$ cat config.mk
export PLATFORM = sky130hd
export DESIGN_NAME = wb_serial_fifo
export DESIGN_NICKNAME = d
export VERILOG_FILES = /design/src/rtl/wb_serial_fifo.sv
export SDC_FILE = /design/constraint.sdc
export NUM_CORES = 1
export LEC_CHECK = 0
export BUFFER_PORTS_ARGS = -buffer_cell sky130_fd_sc_hd__buf_4
export CORE_ASPECT_RATIO = 1.25
export CORE_MARGIN = 2
export CORE_UTILIZATION = 59
export CTS_BUF_LIST = sky130_fd_sc_hd__clkbuf_16
export DETAILED_ROUTE_END_ITERATION = 16
export GPL_TIMING_DRIVEN = 0
export PLACE_DENSITY_LB_ADDON = 0.08
export SKIP_LAST_GASP = 1
export SLEW_MARGIN = 40
export SYNTH_ARGS = -nofsm -noshare
export SYNTH_HDL_FRONTEND = slang
export SYNTH_SLANG_ARGS = --single-unit
export TNS_END_PERCENT = 100
$ cat constraint.sdc
create_clock -name wb_clk_i -period 4.42 [get_ports wb_clk_i]
set_clock_uncertainty 0.1 [all_clocks]
set_input_delay 0.663 -clock wb_clk_i [delete_from_list [all_inputs] [get_ports wb_clk_i]]
set_output_delay 0.663 -clock wb_clk_i [all_outputs]
set_load 0.02 [all_outputs]
$ cat src/rtl/wb_serial_fifo.sv
// -----------------------------------------------------------------------------
// wb_serial_fifo
//   Wishbone byte-stream peripheral with transmit and receive FIFOs, level and
//   threshold status, a sticky TX overflow flag and a maskable level interrupt.
//   It sits between the Wishbone bus and a byte-stream serial core.
//
// Ports
//   wb_clk_i, wb_reset_i   clock, synchronous active-high reset
//   wb_adr_i               register word address (only [3:0] decoded)
//   wb_dat_i / wb_dat_o    write data / registered read data
//   wb_we_i, wb_sel_i      write enable, byte selects (sel[0] gates writes)
//   wb_cyc_i, wb_stb_i     bus cycle / strobe
//   wb_ack_o               registered single-cycle acknowledge
//   tx_data, tx_valid      head of TX FIFO, TX FIFO non-empty
//   tx_ready               core takes tx_data this cycle
//   rx_data, rx_valid      byte offered by the core
//   rx_get                 offered byte consumed this cycle (combinational)
//   irq                    registered level interrupt
//
// Register map (word address)
//   0 DATA  read pops RX head, write pushes TX byte
//   1 IER   [4:0] interrupt enables
//   2 ISR   {RXTH, TXOVF, TXE, TXNF, RXNE}; TXOVF is write-1-to-clear
//   3 LEVEL [7:0] RX count, [15:8] TX count
//   4 CTRL  bit0 flush RX, bit1 flush TX (self-clearing), [15:8] RX threshold
// -----------------------------------------------------------------------------
module wb_serial_fifo #(
    parameter int AW       = 32,
    parameter int DW       = 32,
    parameter int TX_DEPTH = 16,
    parameter int RX_DEPTH = 16
) (
    input  logic            wb_clk_i,
    input  logic            wb_reset_i,
    input  logic [AW-1:0]   wb_adr_i,
    input  logic [DW-1:0]   wb_dat_i,
    output logic [DW-1:0]   wb_dat_o,
    input  logic            wb_we_i,
    input  logic [DW/8-1:0] wb_sel_i,
    output logic            wb_ack_o,
    input  logic            wb_cyc_i,
    input  logic            wb_stb_i,
    output logic [7:0]      tx_data,
    output logic            tx_valid,
    input  logic            tx_ready,
    input  logic [7:0]      rx_data,
    input  logic            rx_valid,
    output logic            rx_get,
    output logic            irq
);

    localparam int TAW = $clog2(TX_DEPTH);
    localparam int RAW = $clog2(RX_DEPTH);
    localparam int TCW = TAW + 1;
    localparam int RCW = RAW + 1;
    localparam logic [TCW-1:0] TX_FULL = TCW'(TX_DEPTH);
    localparam logic [RCW-1:0] RX_FULL = RCW'(RX_DEPTH);

    localparam logic [3:0] A_DATA  = 4'd0;
    localparam logic [3:0] A_IER   = 4'd1;
    localparam logic [3:0] A_ISR   = 4'd2;
    localparam logic [3:0] A_LEVEL = 4'd3;
    localparam logic [3:0] A_CTRL  = 4'd4;

    // Storage and state
    logic [7:0]     tx_mem_q [TX_DEPTH];
    logic [7:0]     rx_mem_q [RX_DEPTH];
    logic [TAW-1:0] tx_wptr_q, tx_wptr_d, tx_rptr_q, tx_rptr_d;
    logic [RAW-1:0] rx_wptr_q, rx_wptr_d, rx_rptr_q, rx_rptr_d;
    logic [TCW-1:0] tx_cnt_q, tx_cnt_d;
    logic [RCW-1:0] rx_cnt_q, rx_cnt_d;
    logic [4:0]     ier_q, ier_d;
    logic [7:0]     thr_q, thr_d;
    logic           txovf_q, txovf_d;
    logic           ack_q, ack_d;
    logic [DW-1:0]  dat_q, dat_d;
    logic           irq_q, irq_d;

    // Decoded access
    logic       stb, wr_en, rd_en;
    logic [3:0] adr;
    logic       tx_push, tx_pop, tx_ovf_set, flush_tx;
    logic       rx_pop, flush_rx;
    logic [4:0] isr;

    // Only adr[3:0], dat[15:0] and sel[1:0] are decoded; fold the rest away.
    logic unused_bits;
    assign unused_bits = ^{wb_adr_i, wb_dat_i, wb_sel_i};

    assign adr   = wb_adr_i[3:0];
    // The ack of the previous cycle masks the strobe, so one access acks once.
    assign stb   = wb_cyc_i & wb_stb_i & ~ack_q;
    assign wr_en = stb & wb_we_i & wb_sel_i[0];
    assign rd_en = stb & ~wb_we_i;

    assign tx_valid = (tx_cnt_q != '0);
    assign tx_data  = tx_mem_q[tx_rptr_q];
    assign tx_pop   = tx_valid & tx_ready;
    // Full is judged on the count before this cycle's pop.
    assign tx_push    = wr_en & (adr == A_DATA) & (tx_cnt_q != TX_FULL);
    assign tx_ovf_set = wr_en & (adr == A_DATA) & (tx_cnt_q == TX_FULL);
    assign flush_tx   = wr_en & (adr == A_CTRL) & wb_dat_i[1];

    assign rx_get   = rx_valid & (rx_cnt_q != RX_FULL);
    assign rx_pop   = rd_en & (adr == A_DATA) & (rx_cnt_q != '0);
    assign flush_rx = wr_en & (adr == A_CTRL) & wb_dat_i[0];

    assign isr = {(8'(rx_cnt_q) >= thr_q), txovf_q, (tx_cnt_q == '0),
                  (tx_cnt_q != TX_FULL), (rx_cnt_q != '0)};

    assign wb_ack_o = ack_q;
    assign wb_dat_o = dat_q;
    assign irq      = irq_q;

    // FIFO pointer and count update; a flush overrides any push or pop.
    always_comb begin
        // NOTE: every always_comb output gets a default first so no path can infer a latch.
        tx_wptr_d = tx_wptr_q;
        tx_rptr_d = tx_rptr_q;
        tx_cnt_d  = tx_cnt_q;
        if (flush_tx) begin
            tx_wptr_d = '0;
            tx_rptr_d = '0;
            tx_cnt_d  = '0;
        end else begin
            if (tx_push) tx_wptr_d = tx_wptr_q + 1'b1;
            if (tx_pop)  tx_rptr_d = tx_rptr_q + 1'b1;
            case ({tx_push, tx_pop})
                2'b10:   tx_cnt_d = tx_cnt_q + 1'b1;
                2'b01:   tx_cnt_d = tx_cnt_q - 1'b1;
                default: tx_cnt_d = tx_cnt_q;
            endcase
        end

        rx_wptr_d = rx_wptr_q;
        rx_rptr_d = rx_rptr_q;
        rx_cnt_d  = rx_cnt_q;
        if (flush_rx) begin
            rx_wptr_d = '0;
            rx_rptr_d = '0;
            rx_cnt_d  = '0;
        end else begin
            if (rx_get) rx_wptr_d = rx_wptr_q + 1'b1;
            if (rx_pop) rx_rptr_d = rx_rptr_q + 1'b1;
            case ({rx_get, rx_pop})
                2'b10:   rx_cnt_d = rx_cnt_q + 1'b1;
                2'b01:   rx_cnt_d = rx_cnt_q - 1'b1;
                default: rx_cnt_d = rx_cnt_q;
            endcase
        end
    end

    // Control registers, read mux, ack and interrupt.
    always_comb begin
        ier_d   = ier_q;
        thr_d   = thr_q;
        txovf_d = txovf_q;
        if (wr_en && adr == A_IER) ier_d = wb_dat_i[4:0];
        if (wr_en && adr == A_CTRL && wb_sel_i[1])
            thr_d = (wb_dat_i[15:8] == 8'd0) ? 8'd1 : wb_dat_i[15:8];
        if (wr_en && adr == A_ISR && wb_dat_i[3]) txovf_d = 1'b0;
        // A new overflow in the same cycle as the clear must not be lost.
        if (tx_ovf_set) txovf_d = 1'b1;

        dat_d = '0;
        if (rd_en) begin
            case (adr)
                A_DATA:  if (rx_cnt_q != '0) dat_d[7:0] = rx_mem_q[rx_rptr_q];
                A_IER:   dat_d[4:0]  = ier_q;
                A_ISR:   dat_d[4:0]  = isr;
                A_LEVEL: dat_d[15:0] = {8'(tx_cnt_q), 8'(rx_cnt_q)};
                A_CTRL:  dat_d[15:8] = thr_q;
                default: dat_d = '0;
            endcase
        end

        ack_d = stb;
        irq_d = |(isr & ier_q);
    end

    always_ff @(posedge wb_clk_i) begin
        // NOTE: sequential state uses non-blocking assignments so every flop samples pre-edge values.
        if (wb_reset_i) begin
            tx_wptr_q <= '0;
            tx_rptr_q <= '0;
            tx_cnt_q  <= '0;
            rx_wptr_q <= '0;
            rx_rptr_q <= '0;
            rx_cnt_q  <= '0;
            ier_q     <= '0;
            thr_q     <= 8'd1;
            txovf_q   <= 1'b0;
            ack_q     <= 1'b0;
            dat_q     <= '0;
            irq_q     <= 1'b0;
        end else begin
            tx_wptr_q <= tx_wptr_d;
            tx_rptr_q <= tx_rptr_d;
            tx_cnt_q  <= tx_cnt_d;
            rx_wptr_q <= rx_wptr_d;
            rx_rptr_q <= rx_rptr_d;
            rx_cnt_q  <= rx_cnt_d;
            ier_q     <= ier_d;
            thr_q     <= thr_d;
            txovf_q   <= txovf_d;
            ack_q     <= ack_d;
            dat_q     <= dat_d;
            irq_q     <= irq_d;
        end
    end

    // NOTE: FIFO storage has no reset; pointers and counts define validity, so contents never matter after reset.
    always_ff @(posedge wb_clk_i) begin
        if (tx_push) tx_mem_q[tx_wptr_q] <= wb_dat_i[7:0];
        if (rx_get)  rx_mem_q[rx_wptr_q] <= rx_data;
    end

endmodule
==> key figures <==
Synthesis
  • Synthesized area: 13,050 um2
  • Post-synth ARST share: 0%
  • Area contributors post-synth: edfxtp_1 (59%), mux4_2 (12%), dfxtp_1 (10%)
  • Post-synth EDFFs: 256
  • Share of the yosys chip area belonging to registers: 69.02%
  • Synth cell types: 55
  • Ys Warns: 0
  • Synth Flop Type: edfxtp_1
  • Syn Area/Cell: 16.93 um2
  • Cell taking the most area after synthesis: edfxtp_1
  • Yosys reg bits: 322
  • Top-area cell type share of the netlist area: 58.90%
  • Synthesized netlist cell count: 771

Power and ir drop
  • Switching power share of the total: 22.22%
  • Pwr dens: 429.9 nW/um2
  • Clock power frac: 38.7%
  • P_int: 5013 uW
  • Peak supply drop: 0.3504 mV
  • NetSw: 1432 uW
  • Tot Pwr: 6445 uW
  • Reg power frac: 51.7%
  • Logic gate share of total power: 9.7%
  • Leak: 0.005132 uW

Global route
  • Pin count of the biggest net entering global routing: 19
  • Tot GR Track Use: 24.10%
  • Vias in the first global route: 7,359
  • First-pass GRT wire length: 41,860 um
  • Overflow after GRT: 0
  • Antenna violations before repair: 0

Drt
  • Final WL: 27,190 um
  • DR vias: 6,996
  • Post-DR wirelength/cell: 22.94 um
  • Final ANT Viol Nets: 0
  • Iteration-0 DRC Markers: 552
  • DRC: 0
  • Drt pass-1 iters: 5
  • Post-DR vias/cell: 5.904

STA
  • Worst setup margin: 797.2 ps
  • # setup viols final: 0
  • Unrepaired setup endpoints after global routing: false
  • Fmax: 276.0 MHz
  • WHS: 282.6 ps
  • Rel. slew slack: 44.88%
  • Slew @ Worst Pin: 823.8 ps
  • Final Cycle Share: 81.96%
  • Setup TNS: 0 ps
  • Max-slew violations: 0
  • Fin crit period: 3623 ps
  • Fin. Hold Viols: 0

Finish
  • Post-route cell area: 14,990 um2
  • Layout cells sized above 1: 25.94%
  • Most frequent cells in the layout: edfxtp_1 (256), buf_4 (82), mux4_2 (67), dfxtp_1 (66), nor2_1 (65)
  • FILL cells: 1,437
  • # nets final: 989
  • P&R area growth vs syn: 14.87%
  • Commonest non-fill, non-tap cell in the layout: edfxtp_1
  • Ant. Diodes: 0

CTS
  • CTS tree: yes
  • CTS clk-pin slew, worst paths: 60 ps
  • CTS Buf Count: 30
  • Resize count post-CTS: 0
  • Post CTS Setup Buffer Count: 0
  • Hold_buf cts: 0
  • Max clock buf depth: 3
  • Worst skew pair latency: 540 ps
  • H-tree Lvls: 1
  • Root Buffer: clkbuf_16
  • TritonCTS Sinks: 322

Worst hold path
  • Min-delay worst type: input pin to flop
  • Worst hold stages: 3
  • Min-delay src: wb_dat_i[10]
  • Hold Path End: thr_q[2]

Worst setup path
  • Arrival time at the worst endpoint: 2860 ps
  • Critical path peak fanout: 10
  • FF-to-FF Start: wb_ack_o
  • Flop-to-flop setup slack: 900 ps
  • CP Class: flop to output pin
  • FF-to-FF End: tx_cnt_q[4]
  • Crit end category: output pin
  • Startpoint Class: flop
  • FF-to-FF path depth: 14
  • CP required: 3660 ps

Floorplanning
  • Num rows: 60
  • Die Y: 170.3 um
  • Io pins: 127
  • Die W: 137.0 um
  • Core box area: 21,620 um2
  • Die ar.: 23,340 um2
  • Initial core utilization: 60.37%

Placed design
  • Pre-CTS WS: 543.1 ps
  • PortBufs: 62
  • Placed cell area: 13,990 um2
  • Placed wire-length estimate: 18,830 um
  • GP Congestion: 0.8834

Status
  • Status: complete, no violations

Flow run
  • Max-Cap Viols: 0
-- through the flow --
| stage | utilization [%] | instances |
|---|---|---|
| 5_1_grt | 69.35 | 1185 |
| 2_1_floorplan | - | 786 |
| 3_5_place_dp | 64.72 | 1129 |
| 4_1_cts | 69.21 | 1185 |
| 6_report | 69.35 | 1185 |
| 3_3_place_gp | 64.40 | 1127 |
-- synth_stat cells, types with 3 or more instances --
master and count:
a31oi_1 4, xor2_1 11, nand4_1 5, nand2_1 22
o22ai_1 5, inv_1 20, and2_1 3, buf_1 6
nor4_1 3, nand2b_1 8, clkbuf_1 17, mux4_1 6
buf_2 11, edfxtp_1 256, nand3_1 6, xnor2_1 6
a21oi_1 24, dfxtp_1 66, mux2_2 6, nor3_1 13
a21o_1 4, nor2_1 78, ha_1 23, and3_1 6
o21ai_0 6, mux4_2 67, nor2b_1 8, mux2i_1 25
a22oi_1 7, buf_4 18
-- critical path: stages, from the launching register on --
cell and delay (ps):
dfxtp_1 300, clkbuf_1 320, buf_2 430, mux4_2 610, mux4_2 490, buf_4 180
-- how the worst max path moves through the flow --
| stage | depth (start not counted) | start | slack (ps) | to |
|---|---|---|---|---|
| 3_5_place_dp | 15 | wb_stb_i | 540 | tx_cnt_q[4] |
| 4_1_cts | 5 | flop | 740 | tx_data[6] |
| 5_1_grt | 14 | wb_ack_o | 520 | tx_cnt_q[4] |
| 3_3_place_gp | 15 | wb_stb_i | 630 | tx_cnt_q[4] |
| 2_1_floorplan | 14 | wb_stb_i | 1020 | tx_cnt_q[4] |
| 6_report | 5 | flop | 800 | tx_data[1] |
-- routing by layer --
metal	vias to the layer above	GRT usage, %	share of wire, %
met3	49	2.353	3.5
met2	160	45.01	56
met5	-	0	0
met4	0	7.216	2.7
met1	3600	29.36	38
li1	3187	-	-
-- area by class of cell --
class | count | area [um2] | area share (%)
Timing Repair Buffer | 64 | 480.5 | 3.205
Sequential cell | 322 | 9009 | 60.09
Multi-Input combinational cell | 390 | 3802 | 25.36
Inverter | 20 | 75.07 | 0.5007
Clock buffer | 31 | 775.7 | 5.174
Buffer | 54 | 307.8 | 2.053
Clock inverter | 25 | 193.9 | 1.294
Tap cell | 279 | 349.1 | 2.328
-- state kept, by name (all words and copies together) (netlist names), named ones only --
signal / flops
txovf_q: 1
tx_cnt_q: 5
tx_mem_q: 128
wb_dat_o: 16
wb_ack_o: 1
rx_mem_q: 128
tx_wptr_q: 4
thr_q: 8
rx_wptr_q: 4
rx_cnt_q: 5
irq: 1
tx_rptr_q: 4
rx_rptr_q: 4
ier_q: 5
-- power groups by stage --
stage | clock, uW | sequential [uW] | combinational, uW
2_1_floorplan | 0 | 3390 | 419
6_report | 2490 | 3330 | 624
5_1_grt | 2630 | 3330 | 677
3_3_place_gp | 0 | 3390 | 601
3_5_place_dp | 0 | 3390 | 627
4_1_cts | 2520 | 3330 | 631
-- cell families (layout without fill, tap and decap cells) --
kind of cell | after synthesis | after routing | synth area share [%]
adder cells (fa/ha/maj) | 24 | 24 | 2.358
other | 1 | 16 | 0.02873
flip-flops | 322 | 322 | 69.02
AO/OA/AOI/OAI | 66 | 66 | 3.307
XOR/XNOR | 17 | 17 | 1.141
AND/OR/NAND/NOR | 163 | 163 | 6.010
multiplexers | 104 | 104 | 15.20
buffers and inverters | 74 | 194 | 2.933
Note: power is estimated with default switching activity, not from simulation.
